File: src/rtl/disp7seg_pkg.sv
// Shared types and constants for the multiplexed 7-segment scan driver.
// Segment word layout is {g,f,e,d,c,b,a}, active-high, identical to the
// single-digit decoders elsewhere on the board.
package disp7seg_pkg;

   typedef logic [6:0] seg7_t;

   // All segments off; used for reset and for blanked leading zeros.
   localparam seg7_t SEG_BLANK = 7'b0000000;

   // Hex glyphs 0..F, index = nibble value.
   localparam seg7_t HEX7_TABLE [16] = '{
      7'b0111111,   // 0
      7'b0000110,   // 1
      7'b1011011,   // 2
      7'b1001111,   // 3
      7'b1100110,   // 4
      7'b1101101,   // 5
      7'b1111101,   // 6
      7'b0000111,   // 7
      7'b1111111,   // 8
      7'b1101111,   // 9
      7'b1110111,   // A
      7'b1111100,   // b
      7'b0111001,   // C
      7'b1011110,   // d
      7'b1111001,   // E
      7'b1110001    // F
   };

   // Counter width helper: at least one bit even when the range is a single value.
   function automatic int unsigned width_min1(input int unsigned range_v);
      int unsigned w;
      if (range_v > 32'd1) begin
         w = $clog2(range_v);
      end else begin
         w = 32'd1;
      end
      return w;
   endfunction

endpackage

File: src/rtl/disp7seg_hex7seg.sv
// Combinational hex-to-7-segment decoder, pure table lookup.
module hex7seg
   import disp7seg_pkg::*;
(
   input  logic [3:0] nib,
   output logic [6:0] seg
);

   // Look up the glyph for the incoming nibble.
   always_comb begin
      seg = HEX7_TABLE[nib];
   end

endmodule

File: src/rtl/disp7seg_scan.sv
// Multiplexed N-digit 7-segment display driver.
// A frame (one hex nibble per digit, digit 0 rightmost) is taken through a
// valid/ready handshake into a shadow register and copied to the displayed
// frame only at scan wrap, so a frame is never shown half old / half new.
// Optional build macro DISP7SEG_LZ_BLANK_EN: blank leading-zero digits
// (digit 0 is always shown). Without it every digit is decoded.
module disp7seg_scan
   import disp7seg_pkg::*;
#(
   parameter int N_DIGITS = 4,
   parameter int CLK_DIV  = 50000
)(
   input  logic                    clk,
   input  logic                    reset,
   input  logic                    in_valid,
   output logic                    in_ready,
   input  logic [4*N_DIGITS-1:0]   in_data,
   output logic [N_DIGITS-1:0]     an,
   output logic [6:0]              seg,
   output logic                    frame_done
);

   localparam int FRAME_W = 4 * N_DIGITS;
   localparam int CNT_W   = int'(width_min1(CLK_DIV));
   localparam int IDX_W   = int'(width_min1(N_DIGITS));

   localparam logic [CNT_W-1:0] CNT_LAST = CNT_W'(CLK_DIV - 1);
   localparam logic [IDX_W-1:0] IDX_LAST = IDX_W'(N_DIGITS - 1);

   // Registered state
   logic [CNT_W-1:0]    cnt_q,        cnt_d;
   logic [IDX_W-1:0]    idx_q,        idx_d;
   logic [FRAME_W-1:0]  shadow_q,     shadow_d;
   logic [FRAME_W-1:0]  active_q,     active_d;
   logic                pending_q,    pending_d;
   logic [N_DIGITS-1:0] an_q,         an_d;
   logic [6:0]          seg_q,        seg_d;
   logic                frame_done_q, frame_done_d;

   // Combinational helpers
   logic                tick_s;
   logic                wrap_s;
   logic                accept_s;
   logic [3:0]          nibble_s;
   logic [6:0]          dec_seg_s;
   logic                blank_s;

   // Dwell tick, end-of-scan wrap and handshake acceptance.
   always_comb begin
      tick_s   = (cnt_q == CNT_LAST);
      wrap_s   = tick_s && (idx_q == IDX_LAST);
      accept_s = in_valid && !pending_q;
   end

   // Divider counts one dwell; the digit index advances on each tick.
   always_comb begin
      cnt_d = cnt_q;
      idx_d = idx_q;
      if (tick_s) begin
         cnt_d = {CNT_W{1'b0}};
         if (idx_q == IDX_LAST) begin
            idx_d = {IDX_W{1'b0}};
         end else begin
            idx_d = idx_q + IDX_W'(1);
         end
      end else begin
         cnt_d = cnt_q + CNT_W'(1);
      end
   end

   // Frame path: commit shadow at wrap, otherwise capture an accepted frame.
   // Accept needs pending=0 and commit needs pending=1, so they never collide;
   // a frame accepted on the wrap cycle waits for the following wrap.
   always_comb begin
      shadow_d  = shadow_q;
      active_d  = active_q;
      pending_d = pending_q;
      if (wrap_s && pending_q) begin
         active_d  = shadow_q;
         pending_d = 1'b0;
      end else if (accept_s) begin
         shadow_d  = in_data;
         pending_d = 1'b1;
      end else begin
         pending_d = pending_q;
      end
   end

   // Select the nibble of the displayed frame for the current digit (AND-OR mux).
   always_comb begin
      nibble_s = 4'h0;
      for (int k = 0; k < N_DIGITS; k++) begin
         nibble_s = nibble_s | ({4{idx_q == IDX_W'(k)}} & active_q[4*k +: 4]);
      end
   end

   hex7seg u_hex7seg (
      .nib (nibble_s),
      .seg (dec_seg_s)
   );

`ifdef DISP7SEG_LZ_BLANK_EN
   logic [N_DIGITS-1:0] upper_zero_s;

   // upper_zero_s[k] is set when nibbles N_DIGITS-1..k are all zero; a
   // nonzero digit position k>0 is blanked exactly then.
   always_comb begin
      logic run;
      run          = 1'b1;
      upper_zero_s = {N_DIGITS{1'b0}};
      for (int k = N_DIGITS - 1; k >= 0; k--) begin
         run             = run & (active_q[4*k +: 4] == 4'h0);
         upper_zero_s[k] = run;
      end
      blank_s = 1'b0;
      for (int k = 1; k < N_DIGITS; k++) begin
         blank_s = blank_s | ((idx_q == IDX_W'(k)) & upper_zero_s[k]);
      end
   end
`else
   // Leading-zero blanking not built: every digit is decoded.
   always_comb begin
      blank_s = 1'b0;
   end
`endif

   // Next values of the registered pins: one-hot anode, glyph, wrap pulse.
   always_comb begin
      an_d = {N_DIGITS{1'b0}};
      for (int k = 0; k < N_DIGITS; k++) begin
         an_d[k] = (idx_q == IDX_W'(k));
      end
      if (blank_s) begin
         seg_d = SEG_BLANK;
      end else begin
         seg_d = dec_seg_s;
      end
      frame_done_d = wrap_s;
   end

   // State and output registers with synchronous reset; reset drops any pending frame.
   always_ff @(posedge clk) begin
      if (reset) begin
         cnt_q        <= {CNT_W{1'b0}};
         idx_q        <= {IDX_W{1'b0}};
         shadow_q     <= {FRAME_W{1'b0}};
         active_q     <= {FRAME_W{1'b0}};
         pending_q    <= 1'b0;
         an_q         <= {N_DIGITS{1'b0}};
         seg_q        <= SEG_BLANK;
         frame_done_q <= 1'b0;
      end else begin
         cnt_q        <= cnt_d;
         idx_q        <= idx_d;
         shadow_q     <= shadow_d;
         active_q     <= active_d;
         pending_q    <= pending_d;
         an_q         <= an_d;
         seg_q        <= seg_d;
         frame_done_q <= frame_done_d;
      end
   end

   assign in_ready   = !pending_q;
   assign an         = an_q;
   assign seg        = seg_q;
   assign frame_done = frame_done_q;

endmodule

File: config.mk
export PLATFORM = sky130hd
export DESIGN_NAME = disp7seg_scan
export DESIGN_NICKNAME = d
export VERILOG_FILES = /design/src/rtl/disp7seg_pkg.sv /design/src/rtl/disp7seg_hex7seg.sv /design/src/rtl/disp7seg_scan.sv
export SDC_FILE = /design/constraint.sdc
export NUM_CORES = 1
export LEC_CHECK = 0
export ABC_AREA = 1
export CAP_MARGIN = 10
export CORE_MARGIN = 2
export CORE_UTILIZATION = 35
export CTS_BUF_LIST = sky130_fd_sc_hd__clkbuf_4 sky130_fd_sc_hd__clkbuf_8
export CTS_CLUSTER_SIZE = 28
export DETAILED_ROUTE_END_ITERATION = 12
export DONT_BUFFER_PORTS = 1
export HOLD_SLACK_MARGIN = 0.05
export PLACE_DENSITY = 0.51
export REMOVE_ABC_BUFFERS = 1
export SYNTH_ARGS = -nofsm -noshare
export SYNTH_HDL_FRONTEND = slang
export SYNTH_SLANG_ARGS = --single-unit
export TNS_END_PERCENT = 20
File: constraint.sdc
create_clock -name clk -period 2.2 [get_ports clk]
set_input_delay 0.33 -clock clk [delete_from_list [all_inputs] [get_ports clk]]
set_output_delay 0.33 -clock clk [all_outputs]
set_load 0.1 [all_outputs]
==> results of run 1 <==
-- path summary, 6_finish.rpt --
kind | to | slack [ns] | cells after the start
max | seg[3]$_SDFF_PP0_ | 0.25 | 11
max reg2reg | seg[3]$_SDFF_PP0_ | 0.25 | 11
min | an[2]$_SDFF_PP0_ | 0.07 | 1
min reg2reg | cnt_q[0]$_SDFF_PP0_ | 0.46 | 1
-- repair_timing --
action	CTS	global route
buffers inserted	0	0
gates resized for setup	0	1
setup endpoints to repair	0	6
hold buffers	1	1
endpoints found under the hold margin	8	1
-- cell usage in the layout (no fill, tap or decap), drive strengths merged --
cell	n
bufinv	2
or2	1
nand3	17
nor3	3
nand3b	1
clkinv	1
nand2	108
dlygate4sd3	2
o211ai	1
ha	12
clkbuf	11
clkinvlp	2
xnor2	2
dfxtp	63
nor2	108
nor3b	2
nand4	1
buf	17
a21oi	16
inv	53
o21ai	23
-- power by group --
group	switching, W	leakage [nW]	total [W]	internal (W)
registers	0.0000178	0.515	0.00119	0.00118
clock network	0.000460	0.112	0.00116	0.000698
logic	0.000110	0.943	0.000143	0.0000334
-- Yosys cell counts --
master	count
dfxtp_1	63
inv_1	51
nor3_1	3
nor2_1	105
buf_4	1
inv_2	2
nand3_4	1
nor2_4	1
o211ai_1	1
o21ai_0	23
a21oi_1	16
nand3_1	16
nand2_1	104
clkbuf_1	5
nand2_2	4
nor3b_1	2
buf_2	3
nand3b_1	1
xnor2_1	2
or2_2	1
nand4_1	1
ha_1	12
nor2_2	2
buf_6	2
-- registers in the layout, summed over array words and instances (netlist names) --
name	cells
shadow_q	16
seg	7
idx_q	2
active_q	16
pending_q	1
cnt_q	16
an	4
frame_done	1
-- stage by stage --
stage | cells | area, um2 | utilization, % | setup WS [ns] | total power (W)
finish | 551 | 3320 | 41.1 | 0.252 | 0.00249
CTS | 550 | 3310 | 40.9 | 0.114 | 0.00253
global placement | 533 | 3070 | 37.9 | 0.217 | 0.00136
global route | 551 | 3320 | 41.1 | 0.0256 | 0.00260
detailed placement | 533 | 3070 | 37.9 | 0.182 | 0.00136
floorplan | 411 | 2810 | - | 0.412 | 0.00133
-- per-layer routing --
metal	up-vias	GRT usage, %	part of all wire [%]
li1	1323	-	-
met1	1077	17.7	49
met2	41	24.2	44
met3	11	4.79	5.4
met4	0	5.80	1.8
met5	-	0	0
-- area by class of cell --
| type | instances | area [um2] | area share, % |
|---|---|---|---|
| Tap cell | 105 | 131 | 3.95 |
| Sequential cell | 63 | 1260 | 37.9 |
| Clock inverter | 5 | 80.1 | 2.41 |
| Inverter | 53 | 199 | 5.98 |
| Multi-Input combinational cell | 295 | 1350 | 40.7 |
| Timing Repair Buffer | 19 | 148 | 4.44 |
| Clock buffer | 11 | 151 | 4.55 |
-- worst max-delay path: cells and delay by family (launching register included) --
kind,cells,cell delay [ns]
simple gates,5,0.55
buf+inv,3,0.27
compound gates,1,0.06
flops,1,0.38
fa+ha+maj,2,0.57
-- kinds of logic (layout without fill, tap and decap cells) --
family | Yosys count | after routing | share of synthesized area, %
AOI/OAI and AO/OA | 40 | 40 | 7.05
DFF | 63 | 63 | 43.9
and+or+nand+nor | 241 | 241 | 34.1
xor gates and xnor gates | 2 | 2 | 0.609
buffers and inverters | 64 | 88 | 9.14
adders and majority gates | 12 | 12 | 5.22
==> results.md, run 1 <==
- Maxcap violations: 0
- Share of cells above drive strength 1: 10.1%
- WL final: approximately 5.9 mm
- Crit path launch type: flip-flop
- Detail Placement HPWL: roughly 4.1 mm
- Post-DR wirelength/cell: 10.7 um
- FMAX: ~510 MHz
- Synth area leaders: dfxtp_1 (44%), nor2_1 (14%), nand2_1 (14%), inv_1 (6.7%), ha_1 (5.2%)
- CP Data Required Time: 2.41 ns
- Worst path max stage delay: about 0.38 ns
- Cell Chain, Critical Path: inv_1 -> ha_1 -> nand2_1 -> nand2_1 -> nor2_2 -> inv_1 -> ha_1 -> inv_1 -> nand2_1 -> nand3_1 -> a21oi_1
- Fin. max-slew vios: 0
- P_leak: approximately 1.6 nW
- Core footprint: between 0.008 and 0.009 mm2
- Antenna diodes: 0
- Synth-to-layout area growth: 15.6%
- Mapped Area: approximately 0.0029 mm2
- Initial antenna violation count: 0
- Vias in the first global route: about 2400
- Routability cong.: 0.823
- Worst hold start: reset
- Full die area: around 0.0090 mm2
- Peak supply drop: roughly 0.00025 V
- #FFs+latches synth: 63
- Pin count of the biggest net entering global routing: 34
- Vias: roughly 2500
- Clock slew at reported path FFs: roughly 0.07 ns
- H-tree depth: 3
- Synth Instances: 422
- Seq/Total Area, Yosys: between 40% and 50%
- Syn avg cell area: between 6 and 7 um2
- Worst Clk Skew: just over 0.01 ns
- CP Capture Type: flip-flop
- TritonCTS Buffers: 9
- Fill count: between 900 and 1000
- Worst Max-Slew Pin Slew: 0.862 ns
- Top cell type's share of synthesized area: 43.9%
- PortBufs: 0
- Worst-skew pair later-pin latency: between 0.3 and 0.4 ns
- Yosys top cell by area: dfxtp_1
- Worst Setup SP: idx_q[0]$_SDFFE_PP0N_
- Total grt overflow: 0
- CP Class: reg2reg
- Crit share post-route: 88.5%
- CTS root buf: clkbuf_8
- First-pass GRT wire length: roughly 10 mm
- Setup_tns: 0 ns
- Worst Path Arrival: 2.16 ns
- Crit path time final: a little under 2 ns
- Die H: 94.6 um
- YS warnings: 0
- Drt drc: 0
- Hold slack: 0.0667 ns
- Initial DRC count: 70
- CTS tree: built
- Worst hold path class: in2reg
- Final Hold Viols: 0
- RSZ-0062 raised after global routing: false
- CTS sink count: 63
- Max clock buf depth: 2
- DIE WIDTH: 94.6 um
- Count of cell types in the netlist: 24
- RR Startpoint: idx_q[0]$_SDFFE_PP0N_
- Row count: 33
- Slowest library cell on the worst path: dfxtp_1
- Final nets: approximately 470
- GRT Total Usage: between 10 and 15%
- Routed vias/inst: about 4.5
- Initial core utilization: 35.5%
- First-pass iteration count of the detailed router: 4
- Power per cell area: about 750 mW/mm2
- Critical path peak fanout: 6
- Final number of setup-violating endpoints: 0
- ANT nets after route: 0
- Relative slew slack: around 42%
- I/O pin count: 32
- Status: complete, no violations
(Power assumes the default switching activity.)
==> run 2: changes to the inputs <==
- DONT_BUFFER_PORTS: 1 -> default
- PLACE_DENSITY: 0.51 -> 0.56
==> results.md, run 2 (synthesized netlist as in run 1, its figures left out) <==
- Status: complete, no violations
- I/O pin count: 32 (unchanged)
- Routability cong.: 0.842 (+2.3%)
- Hold slack: 0.465 ns (+0.398 ns)
- Dpl ws: 0.219 ns (+0.0371 ns)
- Vias: 2512 (+2.4%)
- Antenna diodes: 0 (unchanged)
- GRT Total Usage: 14.4% (-0.29 points)
- Worst hold path class: reg2reg
- Relative slew slack: 65.2% (+23 points)
- CP dominant cell by count: inv_1
- DIE WIDTH: 94.6 um (unchanged)
- Setup bufs post-CTS: 0 (unchanged)
- Maxcap violations: 0 (unchanged)
- Critical path peak fanout: 6 (unchanged)
- Crit share post-route: 90.4% (+1.9 points)
- Resized Gates After CTS: 0 (unchanged)
- Final worst setup slack: 0.211 ns (-0.0417 ns)
- Cell Chain, Critical Path: inv_1 -> ha_1 -> inv_1 -> o21ai_0 -> nor2_1 -> inv_1 -> ha_1 -> inv_1 -> nand2_1 -> nand3_1 -> a21oi_1
- CP Data Required Time: 2.47 ns (+0.06 ns)
- Crit path time final: 1.99 ns (+0.0417 ns)
- ANT nets after route: 0 (unchanged)
- Post-DR wirelength/cell: 10.1 um (-6.3%)
- Crit path launch type: flip-flop
- Synth-to-layout area growth: 21.1%
- Worst Path Arrival: 2.26 ns (+0.10 ns)
- Final number of setup-violating endpoints: 0 (unchanged)
- Final Hold Viols: 0 (unchanged)
- CTS root buf: clkbuf_8
- Die H: 94.6 um (unchanged)
- WL final: 5.71 mm (-3.5%)
- Vias in the first global route: 2420 (+2.8%)
- Worst path max stage delay: 0.36 ns (-0.02 ns)
- RSZ-0062 raised after global routing: false
- Row count: 33 (unchanged)
- Hold-fix buffers at CTS: 0 (-1)
- Worst-skew pair later-pin latency: 0.34 ns (about the same)
- Full die area: 0.00896 mm2 (unchanged)
- First-pass iteration count of the detailed router: 4 (unchanged)
- Power per cell area: 700 mW/mm2 (-6.7%)
- Worst Clk Skew: 0.00987 ns (-0.000230 ns)
- Routed vias/inst: 4.43 (-0.44%)
- Initial core utilization: 35.5% (unchanged)
- FMAX: 503 MHz (-2.1%)
- Fin. max-slew vios: 0 (unchanged)
- Util after Layout: 43.0% (+1.9 points)
- Worst Max-Slew Pin Slew: 0.519 ns (-0.343 ns)
- TritonCTS Buffers: 9 (unchanged)
- P_leak: 1.63 nW (+3.6%)
- CTS tree: built
- Peak supply drop: 0.000294 V (+17%)
- Max clock buf depth: 2 (unchanged)
- Final nets: 488 (+3.4%)
- Clock slew at reported path FFs: 0.07 ns (about the same)
- First-pass GRT wire length: 10.2 mm (-1.1%)
- CP Capture Type: flip-flop
- Placed cells: 551 (+3.4%)
- Core footprint: 0.00809 mm2 (unchanged)
- Non-Filler Instances: 567 (+2.9%)
- PortBufs: 31 (+31)
- CP Class: reg2reg
- Detail Placement HPWL: 4.03 mm (-1.4%)
- Share of cells above drive strength 1: 9.52% (-0.57 points)
- Initial antenna violation count: 0 (unchanged)
- Slowest library cell on the worst path: dfxtp_1
- Pin count of the biggest net entering global routing: 34 (unchanged)
- H-tree depth: 3 (unchanged)
- Biggest registers after layout: active_q (16), cnt_q (16), shadow_q (16)
- Drt drc: 0 (unchanged)
- Setup_tns: 0 ns (unchanged)
- CTS sink count: 63 (unchanged)
- Commonest cells after routing, fill and taps aside: nor2_1 (105), nand2_1 (104), dfxtp_1 (63), inv_1 (51), o21ai_0 (23)
- Total grt overflow: 0 (unchanged)
- Commonest non-fill, non-tap cell in the layout: nor2_1
- Initial DRC count: 125 (+79%)
## run 2: cell types whose count changed in the layout (fill, tap and decap cells not counted), sizes merged
cell,change
clkinv,-1
dlygate4sd3,-2
clkdlybuf4s50,+18
clkbuf,+1
bufinv,-1
clkinvlp,+1
## run 2: per-layer routing
layer / part of all wire [%] / vias up / GRT usage (%)
li1: - / 1355 / -
met1: 49 / 1106 / 17.6
met2: 45 / 41 / 23.5
met3: 4.2 / 10 / 3.43
met4: 2.1 / 0 / 7.25
met5: 0 / - / 0
## run 2: final cells by class
cell class,instances,area (um2)
clock inverters,4,52.6
clock buffers,12,165
multi-input cells,295,1350
repair buffers,35,320
flip-flops and latches,63,1260
well taps,105,131
inverters,53,199
fillers,891,4610
## run 2: through the flow
stage	cell area, um2	power, W
floorplan	2810	0.00133
global placement	3260	0.00140
detailed placement	3260	0.00140
CTS	3480	0.00247
global route	3480	0.00254
finish	3480	0.00244
## run 2: power breakdown
group / switching [W] / internal [W]
logic: 0.000116 / 0.0000636
clock network: 0.000450 / 0.000616
registers: 0.0000175 / 0.00118
total: 0.000583 / 0.00186
## run 2: worst max-delay path: cells and delay by family, from the launching register on
kind,cells,cell delay [ns]
compound gates,2,0.24
simple gates,3,0.44
flops,1,0.36
fa+ha+maj,2,0.54
buf+inv,4,0.34
## run 2: worst paths after layout
| kind | start | endpoint | slack, ns | depth (start not counted) |
|---|---|---|---|---|
| min | cnt_q[0]$_SDFF_PP0_ | cnt_q[0]$_SDFF_PP0_ | 0.46 | 1 |
| max reg2reg | idx_q[0]$_SDFFE_PP0N_ | seg[3]$_SDFF_PP0_ | 0.21 | 11 |
| min reg2reg | cnt_q[0]$_SDFF_PP0_ | cnt_q[0]$_SDFF_PP0_ | 0.46 | 1 |
| max | idx_q[0]$_SDFFE_PP0N_ | seg[3]$_SDFF_PP0_ | 0.21 | 11 |
